### src/rtl/hazard_sched_pkg.sv
// Shared encodings for the pipeline hazard scheduler.
package hazard_sched_pkg;

  // Operand source select driven to the ID-stage operand muxes
  typedef enum logic [1:0] {
    FWD_RF    = 2'd0,
    FWD_EXALU = 2'd1,
    FWD_MEMALU = 2'd2,
    FWD_MEMLD = 2'd3
  } fwd_e;

  typedef enum logic [1:0] {
    DBG_RUN  = 2'd0,
    DBG_HALT = 2'd1,
    DBG_STEP = 2'd2
  } dbg_state_e;

  typedef enum logic {
    MDU_IDLE = 1'b0,
    MDU_BUSY = 1'b1
  } mdu_state_e;

  localparam int unsigned MDU_CNT_W = 4;

  // Pick the youngest in-flight producer of a source register
  function automatic fwd_e fwd_sel(
    input logic [4:0] src,
    input logic [4:0] ex_dest,  input logic ex_w,  input logic ex_ld,
    input logic [4:0] mem_dest, input logic mem_w, input logic mem_ld
  );
    fwd_e sel;
    sel = FWD_RF;
    if (src != 5'd0) begin
      if (ex_w && (ex_dest == src) && !ex_ld) sel = FWD_EXALU;
      else if (mem_w && (mem_dest == src))    sel = mem_ld ? FWD_MEMLD : FWD_MEMALU;
    end
    return sel;
  endfunction

endpackage

### src/rtl/hazard_sched_mdu.sv
// MDU occupancy tracker: counts down MDU_LAT cycles after each start pulse.
module mdu_sched
  import hazard_sched_pkg::*;
#(
  parameter int unsigned MDU_LAT = 8
) (
  input  logic clk,
  input  logic rst,
  input  logic start,
  output logic busy,
  output logic last_cycle
);

  mdu_state_e           state_q, state_d;
  logic [MDU_CNT_W-1:0] cnt_q, cnt_d;

  // Next state: a start (even in the final busy cycle) reloads the counter
  always_comb begin
    state_d = state_q;
    cnt_d   = cnt_q;
    if (start) begin
      state_d = MDU_BUSY;
      cnt_d   = MDU_CNT_W'(MDU_LAT - 1);
    end else if (state_q == MDU_BUSY) begin
      if (cnt_q == '0) state_d = MDU_IDLE;
      else             cnt_d   = cnt_q - 1'b1;
    end
  end

  // State and counter registers
  always_ff @(posedge clk or posedge rst) begin
    if (rst) begin
      state_q <= MDU_IDLE;
      cnt_q   <= '0;
    end else begin
      state_q <= state_d;
      cnt_q   <= cnt_d;
    end
  end

  assign busy       = (state_q == MDU_BUSY);
  assign last_cycle = busy && (cnt_q == '0);

endmodule

### src/rtl/hazard_sched.sv
// Pipeline sequencing: forwarding selects, load/MDU/debug stalls, branch flush.
module hazard_sched
  import hazard_sched_pkg::*;
#(
  parameter int unsigned MDU_LAT = 8,
  parameter int unsigned CNT_W   = 16
) (
  input  logic             clk,
  input  logic             rst,
  input  logic [4:0]       id_rs,
  input  logic [4:0]       id_rt,
  input  logic             id_use_rs,
  input  logic             id_use_rt,
  input  logic             id_branch_taken,
  input  logic             id_mdu_op,
  input  logic             id_use_hilo,
  input  logic [4:0]       ex_destR,
  input  logic             ex_wreg,
  input  logic             ex_m2reg,
  input  logic [4:0]       mem_destR,
  input  logic             mem_wreg,
  input  logic             mem_m2reg,
  input  logic             dbg_halt,
  input  logic             dbg_step,
  output logic [1:0]       fwda,
  output logic [1:0]       fwdb,
  output logic             pc_we,
  output logic             ifid_we,
  output logic             ifid_flush,
  output logic             idex_bubble,
  output logic             mdu_start,
  output logic             mdu_busy,
  output logic             dbg_halted,
  output logic [CNT_W-1:0] stall_cnt
);

  dbg_state_e       dbg_state_q, dbg_state_d;
  logic             dbg_halted_q;
  logic [CNT_W-1:0] stall_cnt_q, stall_cnt_d;
  logic             mdu_last;
  logic             load_haz, mdu_haz, dbg_haz, core_stall, stall;

  mdu_sched #(.MDU_LAT(MDU_LAT)) u_mdu (
    .clk        (clk),
    .rst        (rst),
    .start      (mdu_start),
    .busy       (mdu_busy),
    .last_cycle (mdu_last)
  );

  // Operand forwarding and stall/flush decisions
  always_comb begin
    fwda = fwd_sel(id_rs, ex_destR, ex_wreg, ex_m2reg, mem_destR, mem_wreg, mem_m2reg);
    fwdb = fwd_sel(id_rt, ex_destR, ex_wreg, ex_m2reg, mem_destR, mem_wreg, mem_m2reg);
    load_haz = ex_wreg && ex_m2reg && (ex_destR != 5'd0) &&
               ((id_use_rs && (ex_destR == id_rs)) || (id_use_rt && (ex_destR == id_rt)));
    // The final busy cycle lets a waiting HI/LO reader or new mult go
    mdu_haz    = (id_mdu_op || id_use_hilo) && mdu_busy && !mdu_last;
    dbg_haz    = (dbg_state_q == DBG_HALT);
    core_stall = load_haz || mdu_haz;
    stall      = core_stall || dbg_haz;
    pc_we       = !stall;
    ifid_we     = !stall;
    idex_bubble = stall;
    ifid_flush  = id_branch_taken && !stall;
    mdu_start   = id_mdu_op && !stall;
  end

  // Debug sequencer: a step lingers until one instruction actually advances
  always_comb begin
    dbg_state_d = dbg_state_q;
    unique case (dbg_state_q)
      DBG_RUN:  if (dbg_halt) dbg_state_d = DBG_HALT;
      DBG_HALT: begin
        if (!dbg_halt)     dbg_state_d = DBG_RUN;
        else if (dbg_step) dbg_state_d = DBG_STEP;
      end
      DBG_STEP: if (!core_stall) dbg_state_d = dbg_halt ? DBG_HALT : DBG_RUN;
      default:  dbg_state_d = DBG_RUN;
    endcase
  end

  // Saturating count of bubble cycles
  always_comb begin
    stall_cnt_d = stall_cnt_q;
    if (idex_bubble && (stall_cnt_q != '1)) stall_cnt_d = stall_cnt_q + 1'b1;
  end

  // Debug state, registered halted flag and stall counter
  always_ff @(posedge clk or posedge rst) begin
    if (rst) begin
      dbg_state_q  <= DBG_RUN;
      dbg_halted_q <= 1'b0;
      stall_cnt_q  <= '0;
    end else begin
      dbg_state_q  <= dbg_state_d;
      dbg_halted_q <= (dbg_state_d == DBG_HALT);
      stall_cnt_q  <= stall_cnt_d;
    end
  end

  assign dbg_halted = dbg_halted_q;
  assign stall_cnt  = stall_cnt_q;

endmodule

### config.mk
export PLATFORM = sky130hd
export DESIGN_NAME = hazard_sched
export DESIGN_NICKNAME = d
export VERILOG_FILES = /design/src/rtl/hazard_sched_pkg.sv /design/src/rtl/hazard_sched_mdu.sv /design/src/rtl/hazard_sched.sv
export SDC_FILE = /design/constraint.sdc
export NUM_CORES = 1
export LEC_CHECK = 0
export ABC_AREA = 1
export CAP_MARGIN = 20
export CORE_MARGIN = 2
export CORE_UTILIZATION = 40
export CTS_CLUSTER_SIZE = 30
export DETAILED_ROUTE_END_ITERATION = 12
export PLACE_DENSITY_LB_ADDON = 0.2
export SLEW_MARGIN = 0
export SYNTH_ARGS = -nofsm -noshare
export SYNTH_HDL_FRONTEND = slang
export SYNTH_SLANG_ARGS = --single-unit
### constraint.sdc
create_clock -name clk -period 2.35 [get_ports clk]
set_input_delay 0.47 -clock clk [delete_from_list [all_inputs] [get_ports clk]]
set_output_delay 0.47 -clock clk [all_outputs]
set_load 0.05 [all_outputs]
Yosys cells after proc, flatten, opt, wreduce, memory -nomap -nowiden
Index checks and enable logic that the tools add are counted.
{ "classes": {"n_eq_ne": 9, "addsub": 2, "mux": 19, "reduce_logical": 31} }
{ "op_table": {"columns": ["operator", "n"], "rows": [
  ["equality test 5 bit", 4],
  ["2-to-1 mux 2 bit", 10],
  ["logical AND 1 bit", 17],
  ["adder 16 x 1 -> 16 bit, second input constant", 1],
  ["!= test 16 bit, second input constant", 1],
  ["nonzero test 5 bit", 3],
  ["2-to-1 mux 4 bit", 3],
  ["one-hot mux 2 bit (3 select lines)", 1],
  ["2-to-1 mux 1 bit", 5],
  ["equality test 2 x 1 -> 1 bit, second input constant", 2],
  ["logical NOT 4 bit", 1],
  ["logical OR 1 bit", 4],
  ["subtractor 4 x 1 -> 4 bit, second input constant", 1],
  ["logical NOT 1 bit", 3],
  ["equality test 2 bit, second input constant", 1],
  ["logical NOT 2 bit", 1],
  ["!= test 2 bit, second input constant", 1],
  ["AND reduction 2 bit", 1],
  ["nonzero test 2 bit", 1]
]} }
{ "totals": {"wordCells": 66, "input_bits": 33, "output_inout_bits": 27, "register_bits": 24} }

Logic depth before layout (Yosys ltp)
Gate-level depths: netlist (run 1).
{ "depth": {"ltp_word": 10, "mapped_depth": 12, "mapped_depth_nobuf": 11} }

Cells and area by module
A second synthesis (run 1) with hierarchy kept.
{ "unflattened": {"cells_unflattened": 273, "area_unflattened_um2": 1839.3} }
{ "by_module_without_submodules": {"columns": ["module", "instances", "area_each_um2", "seq_area_each_um2", "cells_per_inst"], "rows": [
  ["hazard_sched", 1, 1560.2, 475.5, 237],
  ["mdu_sched", 1, 279.0, 125.1, 36]
]} }

Least setup slack after synthesis (run 1)
OpenSTA, ideal clock, no wires.
{ "synth_path": {"path_kind": "reg-to-output", "from": "register u_mdu.state_q (netlist: u_mdu.busy)", "to": "output port ifid_flush", "path_stages_with_launch": 8, "path_buffers": 2, "arrival_ns": 2.144, "required_ns": 1.880, "setup_slack_ns": -0.264, "cell_sequence": "dfrtp_1 -> nand2_1 -> inv_1 -> o21ai_0 -> nand3_2 -> buf_4 -> buf_4 -> nor2_1"} }
{ "synth_via": {"elab_chain_cells": 7, "word_cells_on_any_way": 8, "classes_between": "reduce/logical: 8"} }
{ "synth_lines": {"columns": ["item", "line_no", "rtl"], "rows": [
  ["start: declaration", "hazard_sched_mdu.sv:14", "mdu_state_e state_q, state_d;"],
  ["start signal: assignment", "hazard_sched_mdu.sv:36", "state_q <= state_d;"],
  ["logical AND 1 bit", "hazard_sched_mdu.sv:42", "assign last_cycle = busy && (cnt_q == '0);"],
  ["logical NOT 1 bit", "hazard_sched.sv:58", "mdu_haz = (id_mdu_op || id_use_hilo) && mdu_busy && !mdu_last;"],
  ["logical AND 1 bit *", "hazard_sched.sv:58", null],
  ["logical OR 1 bit *", "hazard_sched.sv:60", "core_stall = load_haz || mdu_haz;"],
  ["logical OR 1 bit *", "hazard_sched.sv:61", "stall = core_stall || dbg_haz;"],
  ["net idex_bubble", "hazard_sched.sv:30", "output logic idex_bubble,"],
  ["logical NOT 1 bit *", "hazard_sched.sv:65", "ifid_flush = id_branch_taken && !stall;"],
  ["logical AND 1 bit *", "hazard_sched.sv:65", null],
  ["end: declaration", "hazard_sched.sv:29", "output logic ifid_flush,"]
]} }
The timed path passes the listed nets; every way through them passes the cells marked *.

Final worst setup path (run 1)
{ "layout_path": {"from": "input port mem_wreg", "to": "output port fwdb[1]"} }
{ "layout_via": {"elab_chain_cells": 4} }
{ "layout_lines": {"columns": ["item", "line_no", "rtl"], "rows": [
  ["start: declaration", "hazard_sched.sv:21", "input logic mem_wreg,"],
  ["logical AND 1 bit", "hazard_sched_pkg.sv:35", "else if (mem_w && (mem_dest == src)) sel = mem_ld ? FWD_MEMLD : FWD_MEMALU;"],
  ["2-to-1 mux 2 bit", "hazard_sched_pkg.sv:35", null],
  ["2-to-1 mux 2 bit", "hazard_sched_pkg.sv:34", "if (ex_w && (ex_dest == src) && !ex_ld) sel = FWD_EXALU;"],
  ["2-to-1 mux 2 bit", "hazard_sched_pkg.sv:33", "if (src != 5'd0) begin"],
  ["end: declaration", "hazard_sched.sv:26", "output logic [1:0] fwdb,"]
]} }
No other way between the ends.

==> flow_summary.toml, run 1 <==
[clock_network]
buffer_count_from_post_cts_setup_fixing = 0
ctsLongestPathBuffers = 2
tritoncts.num_buffers = 3
cts_tree = "yes"
h-tree-depth = 1
hold_fix_buffers_at_cts = 0
root_buffer = "sky130_fd_sc_hd__clkbuf_8"
cts.reportedPaths.clkPinSlew_ps = 80
cts.sinks = 24
clock_latency_ps = 270

[timing]
maxClockFrequency_ghz = 0.439
setup_viol = 0
final_min_period_over_clock_period_pct = 96.8
timing_hold_violations_final = 0
sum_of_negative_setup_slack_ps = 0
maxSlewHeadroom_pct = 59.1
final-max-slew-violation-count = 0
skew_ps = 4.39
period_needed_ps = 2280
post_layout_worst_setup_margin_ps = 74.1
rsz0062_at_grt = "false"
max_slew.worst_pin.slew_ps = 608

[floorplanning]
design.portCount = 60
die_area_mm2 = 0.00513
initial_core_util_pct = 41.7
design.core.area_mm2 = 0.00438
chipHeight_um = 71.6
fp.dieW_um = 71.6
rows = 24

[final_layout]
fin_nets = 384
layout.cells.most_common = "sky130_fd_sc_hd__nand2_1"
area.growth.synth_to_final_pct = 52.8
layout.cells.most_common_list = "sky130_fd_sc_hd__nand2_1 (87), sky130_fd_sc_hd__inv_1 (34), sky130_fd_sc_hd__nand3_1 (30), sky130_fd_sc_hd__clkdlybuf4s50_1 (30), sky130_fd_sc_hd__dfrtp_1 (23)"
final_core_utilization_pct = 63.7
layout-drive-gt1-share_pct = 16.7
finalNonFillerCells = 399
insertedDiodeCount = 0

[grt]
global_route_wire_length_before_repair_um = 8270
maximum_number_of_pins_on_one_net_before_global_route_repair = 25
antenna_violations_before_repair = 0
grt_overflow_total = 0
globalRouteTotalUtil_pct = 20.2
first_global_vias = 1856

[worst_setup_path]
worst-setup-path-type = "input pin to output port"
timing.critical_path.cells = "clkdlybuf4s50_1, o21ai_0, a211oi_2, nand4_1, nor2_2, buf_12"
worstSetupStartpointType = "input pin"
worstPathRequired_ps = 1880
critical-path-slowest-cell = "sky130_fd_sc_hd__clkdlybuf4s50_1"
slowest_delay_ps = 480
critPathArrivalTime_ps = 1810
worst_setup_path_end_kind = "output port"
crit_path_max_fanout = 2

[logic_synthesis]
total_of_warnings_raised_by_yosys = 0
synthesized_instance_count = 270
yosys.area_share.adder_pct = 2.05
yosysSeqAreaShare_pct = 32.9
synth_xor_xnor_area_share_pct = 10.5
netlist-cell-type-count = 24
syn_area_mm2 = 0.00183
synthSimpleGateAreaFrac_pct = 39.3
dominant_combinational_cell_family_by_area_after_synthesis = "simple AND/OR/NAND/NOR gates"
synthesis.nets = 306
postSynthRegisterBits = 24
synth_compound_area_share_pct = 4.93
syn_avg_cell_area_um2 = 6.77
yosys-mux-area-fraction_pct = 0

[power_and_ir_drop]
irDropWorstVdd_mv = 0.681
cellPowerDensity_mw_per_mm2 = 772
p_leak_uw = 0.00140

[routing]
detailedRoute.firstIterationViolations = 158
detailroute.via_count = 1988
wl_um = 4860
drc_markers = 0
routed_via_density = 4.98
number_of_search_and_repair_iterations_in_the_first_detailed_routing_pass = 4
route.antenna.remaining_nets = 0
post_drt_wl_per_cell_um = 12.2

[status]
run_status = "complete, no violations"

[job]
count_of_max_cap_constraint_violations = 0

[placed_design]
place_inst = 395
placement.io_buffers = 59
gp_congestion = 0.928
dpl.hpwl_um = 3870
placement.setup.worst_slack_ps = -208

[worst_hold_path]
hold_path.class = "register to register"
[synthesized netlist by cell type]
library cell | number | area, um2
sky130_fd_sc_hd__nand2_1 | 88 | 330
sky130_fd_sc_hd__inv_1 | 40 | 150
sky130_fd_sc_hd__nand3_1 | 30 | 150
sky130_fd_sc_hd__dfrtp_1 | 24 | 601
sky130_fd_sc_hd__nor2_1 | 15 | 56.3
sky130_fd_sc_hd__xor2_1 | 15 | 131
sky130_fd_sc_hd__nor3_1 | 12 | 60.1
sky130_fd_sc_hd__o21ai_0 | 9 | 45.0
sky130_fd_sc_hd__nand4_1 | 7 | 43.8
sky130_fd_sc_hd__xnor2_1 | 7 | 61.3
sky130_fd_sc_hd__buf_4 | 3 | 22.5
sky130_fd_sc_hd__ha_1 | 3 | 37.5
sky130_fd_sc_hd__a211oi_1 | 2 | 15.0
sky130_fd_sc_hd__nand3_2 | 2 | 20.0
sky130_fd_sc_hd__nand3b_1 | 2 | 15.0
sky130_fd_sc_hd__nor4_1 | 2 | 12.5
sky130_fd_sc_hd__o22ai_1 | 2 | 12.5
sky130_fd_sc_hd__a221oi_1 | 1 | 8.76
sky130_fd_sc_hd__buf_2 | 1 | 5.00
sky130_fd_sc_hd__buf_6 | 1 | 11.3
sky130_fd_sc_hd__nand2_4 | 1 | 11.3
sky130_fd_sc_hd__nor2_2 | 1 | 6.26
sky130_fd_sc_hd__nor4_2 | 1 | 12.5
sky130_fd_sc_hd__o32ai_1 | 1 | 8.76
[final cells by class]
| type | instances | area [um2] |
|---|---|---|
| fill | 396 | 1590 |
| multi-input combinational | 201 | 1120 |
| timing repair buffer | 78 | 810 |
| sequential | 24 | 602 |
| inverter | 40 | 154 |
| tap | 52 | 65.1 |
| clock buffer | 4 | 45.0 |
[routing by layer]
metal | global-route usage, % | part of all wire [%]
met5 | 0 | 0
met4 | 5.66 | 1.1
met3 | 3.23 | 3.8
met2 | 34.4 | 50
met1 | 26.4 | 45
[kinds of logic after synthesis]
kind of cell / after synthesis
fa+ha+maj: 3
compound gates: 15
simple gates: 161
buf+inv: 45
flops: 24
xor+xnor: 22
[per-stage QoR]
step | hold WS (ps) | area (um2) | power [uW]
4_1_cts | 523 | 2780 | 2170
6_report | 518 | 2790 | 2160
3_5_place_dp | 502 | 2690 | 1900
5_1_grt | 555 | 2790 | 2310
3_3_place_gp | 485 | 2690 | 1880
2_1_floorplan | 467 | 1860 | 1470
[timing repair]
item,CTS,global route
gates resized for setup,35,8
pin swaps,8,6
endpoints found under the setup margin,9,8
[critical path, delay by kind of cell]
family	cells	cell delay [ps]
buf+inv	2	640
compound gates	2	300
simple gates	2	390
[final timing paths]
kind,from,end,slack (ps),cells past startpoint
min in group asynchronous,rst,u_mdu.cnt_q[0],540,3
max in group asynchronous,rst,u_mdu.busy,1560,3
hold / removal,u_mdu.cnt_q[0],u_mdu.cnt_q[0],520,2
hold reg to reg,u_mdu.cnt_q[0],u_mdu.cnt_q[0],520,2
setup / recovery,mem_wreg,fwdb[1],70,6
setup reg to reg,stall_cnt[0],stall_cnt[1],380,7
[sequential cells by signal, summed over array words and instances (netlist names)]
name / count
u_mdu.busy: 1
stall_cnt: 16
dbg_halted: 1
u_mdu.cnt_q: 4
dbg_state_q: 2
[report_power, final]
group / switching (uW) / internal [uW] / total (uW)
Combinational: 791 / 495 / 1290
Clock: 131 / 121 / 252
Sequential: 102 / 516 / 618
Total: 1020 / 1130 / 2160
(Power assumes the default switching activity.)
==> inputs of run 2 (changes only) <==
--- a/config.mk
+++ b/config.mk
@@ -9,6 +9,7 @@
 export CAP_MARGIN = 20
 export CORE_MARGIN = 2
 export CORE_UTILIZATION = 40
+export CTS_BUF_LIST = sky130_fd_sc_hd__clkbuf_4 sky130_fd_sc_hd__clkbuf_8
 export CTS_CLUSTER_SIZE = 30
 export DETAILED_ROUTE_END_ITERATION = 12
 export PLACE_DENSITY_LB_ADDON = 0.2
==> run 2 against run 1 <==
  * Core utilization grew 0.086 points
  * Non-clock buffer count is the same
  * Final area grew 0.13%
  * Clock skew grew 1.2 ps
  * Sequential cell count is the same
  * Via count grew 0.45%
  * Final cell count is the same
  * Fmax is essentially flat
  * Wire length is the same
  * Sequential power is essentially flat
  * Worst hold slack lost 6.3 ps
==> flow_summary.toml, run 2 (synthesized netlist as in run 1, its figures left out) <==
[grt]
antenna_violations_before_repair = 0
first_global_vias = 1844
global_route_wire_length_before_repair_um = 8240
grt_overflow_total = 0
globalRouteTotalUtil_pct = 19.9
maximum_number_of_pins_on_one_net_before_global_route_repair = 25

[routing]
detailedRoute.firstIterationViolations = 149
post_drt_wl_per_cell_um = 12.2
drc_markers = 0
route.antenna.remaining_nets = 0
detailroute.via_count = 1997
number_of_search_and_repair_iterations_in_the_first_detailed_routing_pass = 4
wl_um = 4860
routed_via_density = 5.01

[timing]
final-max-slew-violation-count = 0
rsz0062_at_grt = "false"
maxClockFrequency_ghz = 0.439
whs_ps = 511
sum_of_negative_setup_slack_ps = 0
setup_viol = 0
period_needed_ps = 2280
final_min_period_over_clock_period_pct = 96.8
skew_ps = 5.57
maxSlewHeadroom_pct = 56.0
max_slew.worst_pin.slew_ps = 654
timing_hold_violations_final = 0

[worst_setup_path]
critPathArrivalTime_ps = 1810
worst_setup_path_startpoint = "mem_wreg"
worstPathRequired_ps = 1880
worst_setup_path_end_kind = "output port"
r2r_start = "stall_cnt[0]"
crit_path_max_fanout = 2
worst-r2r-setup-slack_ps = 390
worstSetupStartpointType = "input pin"
worst-setup-path-type = "input pin to output port"

[clock_network]
cts.reportedPaths.clkPinSlew_ps = 90
root_buffer = "sky130_fd_sc_hd__clkbuf_8"
h-tree-depth = 1
hold_fix_buffers_at_cts = 0
buffer_count_from_post_cts_setup_fixing = 0
tritoncts.num_buffers = 3
clock_latency_ps = 270
ctsLongestPathBuffers = 2
cts_tree = "yes"
cts.sinks = 24

[floorplanning]
initial_core_util_pct = 41.7
chipHeight_um = 71.6
die_area_mm2 = 0.00513
rows = 24
design.core.area_mm2 = 0.00438
fp.dieW_um = 71.6
design.portCount = 60

[power_and_ir_drop]
irDropWorstVdd_mv = 0.718
p_leak_uw = 0.00140
cellPowerDensity_mw_per_mm2 = 775

[worst_hold_path]
holdCritStartpoint = "u_mdu.cnt_q[0]"
hold_path.class = "register to register"

[placed_design]
dpl.hpwl_um = 3870
gp_congestion = 0.928
placement.io_buffers = 59

[final_layout]
area.growth.synth_to_final_pct = 53.0
layout.cells.most_common = "sky130_fd_sc_hd__nand2_1"
layout-drive-gt1-share_pct = 17.0
fin_nets = 384
final_core_utilization_pct = 63.8
max_reg_flops = 16
insertedDiodeCount = 0
layout.cells.most_common_list = "sky130_fd_sc_hd__nand2_1 (87), sky130_fd_sc_hd__inv_1 (34), sky130_fd_sc_hd__nand3_1 (30), sky130_fd_sc_hd__clkdlybuf4s50_1 (30), sky130_fd_sc_hd__dfrtp_1 (23)"

[status]
run_status = "complete, no violations"

[job]
count_of_max_cap_constraint_violations = 0
run 2: cell count changes in the layout (fill, tap and decap cells not counted):
cell	before	now
sky130_fd_sc_hd__clkbuf_1	1	0
sky130_fd_sc_hd__clkbuf_4	0	1
run 2: worst paths after layout:
| check | endpoint | depth (start not counted) |
|---|---|---|
| setup / recovery | fwdb[1] | 6 |
| hold / removal | u_mdu.cnt_q[0] | 2 |
| setup reg to reg | stall_cnt[2] | 7 |
| hold reg to reg | u_mdu.cnt_q[0] | 2 |
| max in group asynchronous | u_mdu.busy | 3 |
| min in group asynchronous | dbg_state_q[1] | 3 |
run 2: report_power, final:
part / internal (uW) / total, uW / switching (uW) / leakage, uW
Sequential: 516 / 617 / 101 / 0.000309
Clock: 133 / 267 / 134 / 0.0000262
Combinational: 495 / 1280 / 789 / 0.00106
run 2: cell type report:
cell class / instances / area, um2
clock buffer: 4 / 48.8
fill: 396 / 1590
inverter: 40 / 154
multi-input combinational: 201 / 1120
sequential: 24 / 602
tap: 52 / 65.1
timing repair buffer: 78 / 810
run 2: critical path, stage by stage:
cell,delay [ps]
sky130_fd_sc_hd__clkdlybuf4s50_1,480
sky130_fd_sc_hd__o21ai_0,110
sky130_fd_sc_hd__a211oi_2,190
sky130_fd_sc_hd__nand4_1,180
sky130_fd_sc_hd__nor2_2,210
sky130_fd_sc_hd__buf_12,160
run 2: stage by stage:
step,setup WS [ps],power [uW],std cells,cell area [um2]
floorplan,7.14,1470,270,1860
CTS,-6.66,2180,399,2790
detailed placement,-208,1900,395,2690
finish,74.1,2170,399,2800
global route,1.31,2320,399,2800
global placement,-187,1880,395,2690
run 2: timing repair:
action | CTS | global route
setup endpoints to repair | 9 | 8
gates resized for setup | 35 | 8
pin swaps | 8 | 6
run 2: per-layer routing:
metal	up-vias	GRT usage, %	routed length, um
met1	926	27.0	2230
met4	0	4.40	40
li1	1022	-	-
met2	44	34.5	2400
met5	-	0	0
met3	5	2.11	188
==> inputs of run 3 (changes only) <==
--- a/config.mk
+++ b/config.mk
@@ -10,8 +10,8 @@
 export CORE_MARGIN = 2
 export CORE_UTILIZATION = 40
 export CTS_BUF_LIST = sky130_fd_sc_hd__clkbuf_4 sky130_fd_sc_hd__clkbuf_8
-export CTS_CLUSTER_SIZE = 30
 export DETAILED_ROUTE_END_ITERATION = 12
+export GPL_TIMING_DRIVEN = 0
 export PLACE_DENSITY_LB_ADDON = 0.2
 export SLEW_MARGIN = 0
 export SYNTH_ARGS = -nofsm -noshare
==> run 3 against run 2 <==
  * Die area unchanged
  * Global-route usage decreased by 0.26 points
  * Count of clock-buffer cells in the layout unchanged
  * Register-to-register slack improved by 120 ps
  * Final area decreased by 4.5%
  * Clock skew increased by 0.78 ps
  * Sequential share of layout area increased by 1.0 points
  * Largest cell class unchanged
  * Via count increased by 1.5%
  * Wire length increased by 2.6%
==> flow_summary.toml, run 3 (synthesized netlist as in run 1, its figures left out) <==
[status]
run_status = "complete, no violations"

[timing]
maxClockFrequency_ghz = 0.426
sum_of_negative_setup_slack_ps = 0
setup_viol = 0
final-max-slew-violation-count = 0
timing_hold_violations_final = 0
max_slew.worst_pin.slew_ps = 921
maxSlewHeadroom_pct = 38.6
final_min_period_over_clock_period_pct = 99.9
period_needed_ps = 2350
skew_ps = 6.35

[routing]
route.antenna.remaining_nets = 0
uppermost_layer_routed = "met4"
wirelength_met1_um = 2280
wl_um = 4980
number_of_search_and_repair_iterations_in_the_first_detailed_routing_pass = 4
detailroute.via_count = 2026
detailedRoute.firstIterationViolations = 79
routed_via_density = 5.10
drc_markers = 0
wl_met2_um = 2360
met3_wirelength_um = 207
post_drt_wl_per_cell_um = 12.5

[floorplanning]
rows = 24
die_area_mm2 = 0.00513
chipHeight_um = 71.6
fp.dieW_um = 71.6
design.core.area_mm2 = 0.00438
design.portCount = 60
initial_core_util_pct = 41.7

[placed_design]
gp_congestion = 0.933
dpl.hpwl_um = 3710
place_inst = 381
placed_instance_area_mm2 = 0.00252
placement.io_buffers = 59

[worst_setup_path]
worst-path-buf-inv = 5
worst_setup_path_end_kind = "output port"
worst-setup-path-type = "input pin to output port"
worstPathRequired_ps = 1880
crit_path_max_fanout = 5
path_delay_family = "buffers and inverters"
slowest_delay_ps = 300
worstSetupStartpointType = "input pin"
critPathArrivalTime_ps = 1880
critical-path-slowest-cell = "sky130_fd_sc_hd__dlygate4sd2_1"
timing.critical_path.cells = "dlygate4sd2_1, xnor2_2, nand4_1, nand2_1, nand2_2, nand3_4, buf_12, clkinvlp_4, buf_8, buf_6"

[final_layout]
final_core_utilization_pct = 61.0
final.fill_count = 415
max_reg_flops = 16
layout.cells.most_common_list = "sky130_fd_sc_hd__nand2_1 (86), sky130_fd_sc_hd__clkdlybuf4s50_1 (33), sky130_fd_sc_hd__inv_1 (30), sky130_fd_sc_hd__nand3_1 (30), sky130_fd_sc_hd__dfrtp_1 (23)"
finalNonFillerCells = 397
layout-drive-gt1-share_pct = 20.9
fin_nets = 382
insertedDiodeCount = 0
multi_input_comb_area_mm2 = 0.00111
area.growth.synth_to_final_pct = 46.2
regArea_um2 = 602
layout.cells.most_common = "sky130_fd_sc_hd__nand2_1"
postLayoutCellArea_mm2 = 0.00267

[power_and_ir_drop]
p_leak_uw = 0.00135
irDropWorstVdd_mv = 0.698
cellPowerDensity_mw_per_mm2 = 856

[grt]
maximum_number_of_pins_on_one_net_before_global_route_repair = 25
first_global_vias = 1883
grt_overflow_total = 0
antenna_violations_before_repair = 0
global_route_wire_length_before_repair_um = 8150
globalRouteTotalUtil_pct = 19.7

[clock_network]
cts.sinks = 24
cts.reportedPaths.clkPinSlew_ps = 80
cts_tree = "yes"
tritoncts.num_buffers = 3
h-tree-depth = 1
root_buffer = "sky130_fd_sc_hd__clkbuf_8"
clock_latency_ps = 270
ctsLongestPathBuffers = 2

[job]
count_of_max_cap_constraint_violations = 0

[worst_hold_path]
hold_path.class = "register to register"
run 3: cell types whose count changed in the layout (fill, tap and decap cells not counted), sizes merged:
cell,before,now
dlygate4sd2,15,2
clkbuf,5,15
clkdlybuf4s50,30,33
dlymetal6s2s,4,2
run 3: path summary, 6_finish.rpt:
path                           startpoint             end  slack, ps  depth (start not counted)
setup / recovery                 id_rs[4]           pc_we          2                         10
hold / removal             u_mdu.cnt_q[0]  u_mdu.cnt_q[0]        540                          2
setup reg to reg             stall_cnt[0]    stall_cnt[7]        510                          7
hold reg to reg            u_mdu.cnt_q[0]  u_mdu.cnt_q[0]        540                          2
max in group asynchronous             rst      u_mdu.busy       1030                          2
min in group asynchronous             rst    stall_cnt[9]        700                          2
run 3: final cells by class:
class / instances / share of cell area, %
Multi-Input combinational cell: 201 / 41.6
Timing Repair Buffer: 72 / 23.7
Sequential cell: 24 / 22.5
Inverter: 40 / 5.76
Tap cell: 52 / 2.43
Clock buffer: 4 / 2.06
Buffer: 4 / 1.92
run 3: worst min-delay path: stages, from the launching register on:
cell and delay [ps]:
sky130_fd_sc_hd__dfrtp_1 360, sky130_fd_sc_hd__nand2_1 70, sky130_fd_sc_hd__nand3_1 80
run 3: metrics by stage:
step / power [uW] / setup slack, ps / hold slack, ps
after CTS: 2140 / -46.4 / 518
after floorplan: 1470 / 7.14 / 467
after detailed placement: 1830 / -1100 / 500
after global placement: 1810 / -1090 / 481
final: 2290 / 2.16 / 541
after global routing: 2460 / -53.0 / 560
run 3: where the power goes:
group / total, uW / internal [uW] / switching (uW)
combinational: 1390 / 563 / 823
sequential: 622 / 516 / 105
clock: 281 / 150 / 131
total: 2290 / 1230 / 1060
run 3: repair_timing:
| action | 4_1_cts | 5_1_grt |
|---|---|---|
| setup buffers | 3 | 9 |
| resized for setup | 84 | 46 |
| gates cloned | 0 | 1 |
| pin swaps | 5 | 10 |
| hold buffers | 0 | 0 |
| setup endpoints to repair | 9 | 9 |
run 3: metal layers:
metal | vias to the layer above | track usage, %
met5 | - | 0
met4 | 0 | 8.60
met3 | 11 | 2.95
met2 | 56 | 32.1
met1 | 944 | 25.9
li1 | 1015 | -
